===== src/rtl/rc4_mem_pkg.sv =====
// rc4_mem_pkg
//   Shared definitions for the RC4 message memory blocks (ROM loader,
//   decrypt core and RAM writer).
//   - MSG_LEN / MSG_ADDR_W : message length in bytes and its address width
//   - msg_t                : the message held as an unpacked byte array
//   - wr_state_t           : FSM states of write_ram_mem
package rc4_mem_pkg;

  localparam int MSG_LEN    = 32;
  localparam int MSG_ADDR_W = 5;

  typedef logic [7:0] msg_t [MSG_LEN];

  typedef enum logic [2:0] {
    ST_IDLE,
    ST_WRITE,
    ST_RADDR,
    ST_RWAIT,
    ST_RCMP,
    ST_DONE
  } wr_state_t;

endpackage


===== src/rtl/write_ram_mem.sv =====
// write_ram_mem
//   Commits a MSG_BYTES-byte message into an on-chip RAM, one byte per
//   cycle, then optionally reads every location back and flags the first
//   location whose contents differ from the message.
//
// Ports:
//   clk         in   rising-edge clock
//   reset_n     in   synchronous active-low reset
//   start       in   level start request, honoured in IDLE and DONE only
//   data_in     in   message bytes; data_in[k] goes to address k
//   ram_address out  RAM address
//   ram_data    out  RAM write data
//   ram_wren    out  RAM write enable
//   ram_q       in   RAM read data, valid RD_LAT cycles after the address
//   busy        out  run in progress
//   done        out  run finished (level, held until restart or reset)
//   verify_err  out  a read-back mismatch was seen in this run
//   err_index   out  address of the first mismatch
module write_ram_mem
  import rc4_mem_pkg::*;
#(
  parameter int MSG_BYTES = MSG_LEN,
  parameter int ADDR_W    = MSG_ADDR_W,
  parameter int VERIFY    = 1,
  parameter int RD_LAT    = 1
) (
  input  logic              clk,
  input  logic              reset_n,
  input  logic              start,
  input  logic [7:0]        data_in [MSG_BYTES],
  output logic [ADDR_W-1:0] ram_address,
  output logic [7:0]        ram_data,
  output logic              ram_wren,
  input  logic [7:0]        ram_q,
  output logic              busy,
  output logic              done,
  output logic              verify_err,
  output logic [ADDR_W-1:0] err_index
);

  // One extra bit so the index cannot wrap when MSG_BYTES == 2**ADDR_W.
  localparam int               IDX_W    = ADDR_W + 1;
  localparam logic [IDX_W-1:0] LAST_IDX = IDX_W'(MSG_BYTES - 1);
  localparam logic [1:0]       WAIT_END = 2'(RD_LAT - 2);

  wr_state_t         state;
  logic [IDX_W-1:0]  idx;
  logic [1:0]        wait_cnt;
  logic [7:0]        msg_buf [MSG_BYTES];
  logic [ADDR_W-1:0] addr;
  logic              accept;

  assign addr   = idx[ADDR_W-1:0];
  assign accept = start && ((state == ST_IDLE) || (state == ST_DONE));

  // RAM-side outputs decode straight from registers, so they are stable
  // for the whole cycle.
  assign ram_address = addr;
  assign ram_wren    = (state == ST_WRITE);
  assign ram_data    = ram_wren ? msg_buf[addr] : 8'h00;

  // Private copy of the message so data_in may change during a run.
  always_ff @(posedge clk) begin
    if (reset_n && accept) begin
      for (int k = 0; k < MSG_BYTES; k++) begin
        msg_buf[k] <= data_in[k];
      end
    end
  end

  always_ff @(posedge clk) begin
    if (!reset_n) begin
      state      <= ST_IDLE;
      idx        <= '0;
      wait_cnt   <= '0;
      busy       <= 1'b0;
      done       <= 1'b0;
      verify_err <= 1'b0;
      err_index  <= '0;
    end else begin
      case (state)
        ST_IDLE, ST_DONE: begin
          if (start) begin
            state      <= ST_WRITE;
            idx        <= '0;
            busy       <= 1'b1;
            done       <= 1'b0;
            verify_err <= 1'b0;
            err_index  <= '0;
          end
        end

        ST_WRITE: begin
          if (idx == LAST_IDX) begin
            if (VERIFY != 0) begin
              state <= ST_RADDR;
              idx   <= '0;
            end else begin
              state <= ST_DONE;
              idx   <= idx + 1'b1;
              busy  <= 1'b0;
              done  <= 1'b1;
            end
          end else begin
            idx <= idx + 1'b1;
          end
        end

        ST_RADDR: begin
          wait_cnt <= '0;
          state    <= (RD_LAT == 1) ? ST_RCMP : ST_RWAIT;
        end

        // Spends RD_LAT-1 cycles here so ram_q is valid in RCMP.
        ST_RWAIT: begin
          if (wait_cnt == WAIT_END) begin
            state <= ST_RCMP;
          end else begin
            wait_cnt <= wait_cnt + 1'b1;
          end
        end

        // Only the first mismatch of a run is recorded.
        ST_RCMP: begin
          if ((ram_q != msg_buf[addr]) && !verify_err) begin
            verify_err <= 1'b1;
            err_index  <= addr;
          end
          if (idx == LAST_IDX) begin
            state <= ST_DONE;
            busy  <= 1'b0;
            done  <= 1'b1;
          end else begin
            idx   <= idx + 1'b1;
            state <= ST_RADDR;
          end
        end

        default: state <= ST_IDLE;
      endcase
    end
  end

endmodule


===== config.mk =====
export PLATFORM = sky130hd
export DESIGN_NAME = write_ram_mem
export DESIGN_NICKNAME = d
export VERILOG_FILES = /design/src/rtl/rc4_mem_pkg.sv /design/src/rtl/write_ram_mem.sv
export SDC_FILE = /design/constraint.sdc
export NUM_CORES = 1
export LEC_CHECK = 0
export BUFFER_PORTS_ARGS = -buffer_cell sky130_fd_sc_hd__buf_2
export CAP_MARGIN = 20
export CORE_MARGIN = 1
export CORE_UTILIZATION = 59
export CTS_BUF_LIST = sky130_fd_sc_hd__clkbuf_8
export DETAILED_ROUTE_END_ITERATION = 16
export GPL_TIMING_DRIVEN = 0
export PLACE_DENSITY = 0.86
export SLEW_MARGIN = 20
export SYNTH_ARGS = -nofsm -noshare
export SYNTH_HDL_FRONTEND = slang
export SYNTH_SLANG_ARGS = --single-unit

===== constraint.sdc =====
create_clock -name clk -period 13.2 [get_ports clk]
set_clock_uncertainty 0.2 [all_clocks]
set_input_delay 2.64 -clock clk [delete_from_list [all_inputs] [get_ports clk]]
set_output_delay 2.64 -clock clk [all_outputs]
set_load 0.005 [all_outputs]

==> out/metrics.yaml <==
outcome:
  status: "completed"
sta:
  fmaxAchievable_mhz: 167.0
  hold_viol: 0
  slew_headroom_pct: 39.24
  rsz0062_at_grt: "no"
  drv_slew: 0
  finalSetupTns_ns: 0
  worst_pin_slew_ns: 0.9059
  fin_crit_sh_pct: 45.37
  fin_crit_ns: 5.989
  setup_viol: 0
  hold_slack_ns: 0.2742
final_layout:
  syn_to_final_growth_pct: 23.85
  finalCoreUtilization_pct: 75.60
  nets: 1213
  mostFrequentLayoutCells: "297 x buf_2, 256 x edfxtp_1, 47 x clkbuf_8"
  num-fill-cells: 1065
  drive_gt1_share_pct: 43.99
  layout_commonest_cell: "buf_2"
  design_area_sq_um: 13810
synth:
  synth_sequential_area_ratio_pct: 73.24
  ys.warnings.count: 0
  ys_ff_latch: 280
  synth_flop_cell: "edfxtp_1"
  syn-num-nets: 874
  synth_edf_count: 256
  synthArstFlopShare_pct: 0
  synth_area_sq_um: 11150
  synth_cell_types: 56
  synth_area_per_cell_sq_um: 18.43
  syn_inst: 605
worst_hold_path:
  hp-class: "reg2reg"
drt:
  wl_um: 25770
  vias: 6917
  viasPerCell: 5.726
  drc: 0
  wire_per_inst_um: 21.33
  final_antenna_net_count: 0
  drtIter0Drc: 632
  drt_pass1_iterations: 5
floorplanning:
  fp.dieW_um: 139.5
  core_sq_um: 18270
  pin_count: 289
  row_count: 49
  die-area_sq_um: 19460
  initial_core_util_pct: 61.04
  die_h_um: 139.5
power:
  power.switching_w: 0.0004015
  ir_drop_v: 0.0001013
  p_clk_share_pct: 36.7
  switching_share_pct: 21.64
  static-leakage-power_nw: 5.159
  seq_power_share_pct: 55.1
  p_int_w: 0.001454
  powerDensity_nw_per_um2: 134.3
  pwr-share-comb_pct: 8.2
place:
  place_area_sq_um: 12980
  port_buffers: 287
  gp_congestion: 0.8995
  dp_hpwl_um: 18620
critical_path:
  crit_type: "reg2out"
  worstPathArrival_ns: 3.15
  required_ns: 10.36
  critPathLaunchType: "flip-flop"
  path_max_fanout: 10
  worst_setup_path_end_kind: "primary output"
clock_tree:
  ctsRootBufferMaster: "clkbuf_8"
  ctsHoldBuffers: 0
  cts.sinks: 280
  cts_tree: "built"
  cts_resized: 0
  clock_path_buffers: 3
  post_cts_buffers: 0
  cts_max_level: 2
  clock_latency_ns: 0.54
  cts_buffers: 45
  path_clk_slew_ns: 0.06
global_routing:
  track_usage_pct: 26.86
  grt_overflow_total: 0
  grt_max_degree: 54
  antenna_found_initial: 9
  grt_pass1_vias: 7157
  grt_pass1_wl_um: 38570
job:
  cap_violations: 0
## layer usage
metal  routed length (um)  up-vias  GRT usage (%)
met3                 2449       73          7.398
met1                 9531     3329          32.92
met2                12930      382          45.17
met5                   25        -              0
met4                  829        4          11.35
li1                     -     3129              -
## final timing paths
path	from	endpoint	slack, ns	depth (start not counted)
max	flip-flop	ram_data[2]	7.21	7
min	err_index[3]	err_index[3]	0.27	2
max reg2reg	flip-flop	err_index[1]	9.74	9
min reg2reg	err_index[3]	err_index[3]	0.27	2
## critical path, cell delays in order (launching register included)
cell and delay (ns):
dfxtp_1 0.49, clkbuf_1 0.58, mux4_2 0.45, mux2i_1 0.19
nor2_1 0.05, nor4_1 0.61, nor2_1 0.09, buf_2 0.16
## kinds of logic (layout without fill, tap and decap cells)
family                     after synthesis  after routing  share of synthesized area, %
buffers and inverters                   47            415                         2.367
xor gates and xnor gates                 9              9                        0.7069
muxes                                   94             94                         14.25
other                                    0              6                             0
AOI/OAI and AO/OA                       72             72                         4.376
adders and majority gates                2              2                        0.2244
DFF                                    280            280                         73.24
and+or+nand+nor                        101            101                         4.836
## state kept, by name (all words and copies together) (netlist names), named ones only
register    flops
busy            1
done            1
err_index       5
idx             6
msg_buf       256
state           3
verify_err      1
wait_cnt        2
## through the flow
| step | instances | worst slack, ns | power (W) |
|---|---|---|---|
| 2_1_floorplan | 605 | 3.321 | 0.001128 |
| 3_3_place_gp | 1121 | 1.317 | 0.001195 |
| 3_5_place_dp | 1126 | 7.742 | 0.001192 |
| 4_1_cts | 1202 | 7.218 | 0.001868 |
| 5_1_grt | 1207 | 7.090 | 0.001915 |
| 6_report | 1208 | 7.211 | 0.001855 |
## power groups by stage
stage,clock (W),sequential (W),combinational (W)
6_report,0.000681,0.00102,0.000151
2_1_floorplan,0,0.00105,0.0000808
4_1_cts,0.000693,0.00102,0.000152
5_1_grt,0.000726,0.00103,0.000163
3_3_place_gp,0,0.00105,0.000142
3_5_place_dp,0,0.00104,0.000151
## cell usage after synthesis (4+ instances only)
cell	count	area [sq um]
o22ai_1	17	106.4
clkbuf_1	11	41.29
nand2_1	18	67.56
inv_1	12	45.04
mux4_1	7	183.9
mux2_2	7	78.83
nor3_1	11	55.05
nand3_1	12	60.06
o21ai_0	11	55.05
mux2i_1	38	380.4
dfxtp_1	24	480.5
a221oi_1	7	61.31
buf_6	6	67.56
xor2_1	6	52.55
nor2_1	24	90.09
nor2b_1	7	43.79
mux4_2	41	923.4
a21oi_1	7	35.03
a22oi_1	12	90.09
nand2b_1	4	25.02
buf_4	8	60.06
edfxtp_1	256	7687
buf_2	10	50.05
## final cells by class
class                   count  area, sq um  area share [%]
diodes                      6        15.01          0.1087
plain buffers              35        219.0           1.585
clock buffers              47        646.9           4.683
clock inverters            29        170.2           1.232
inverters                  12        45.04          0.3261
multi-input cells         278         2725           19.73
flip-flops and latches    280         8168           59.14
well taps                 229        286.5           2.074
repair buffers            292         1536           11.12
Note: power is estimated with default switching activity, not from simulation.
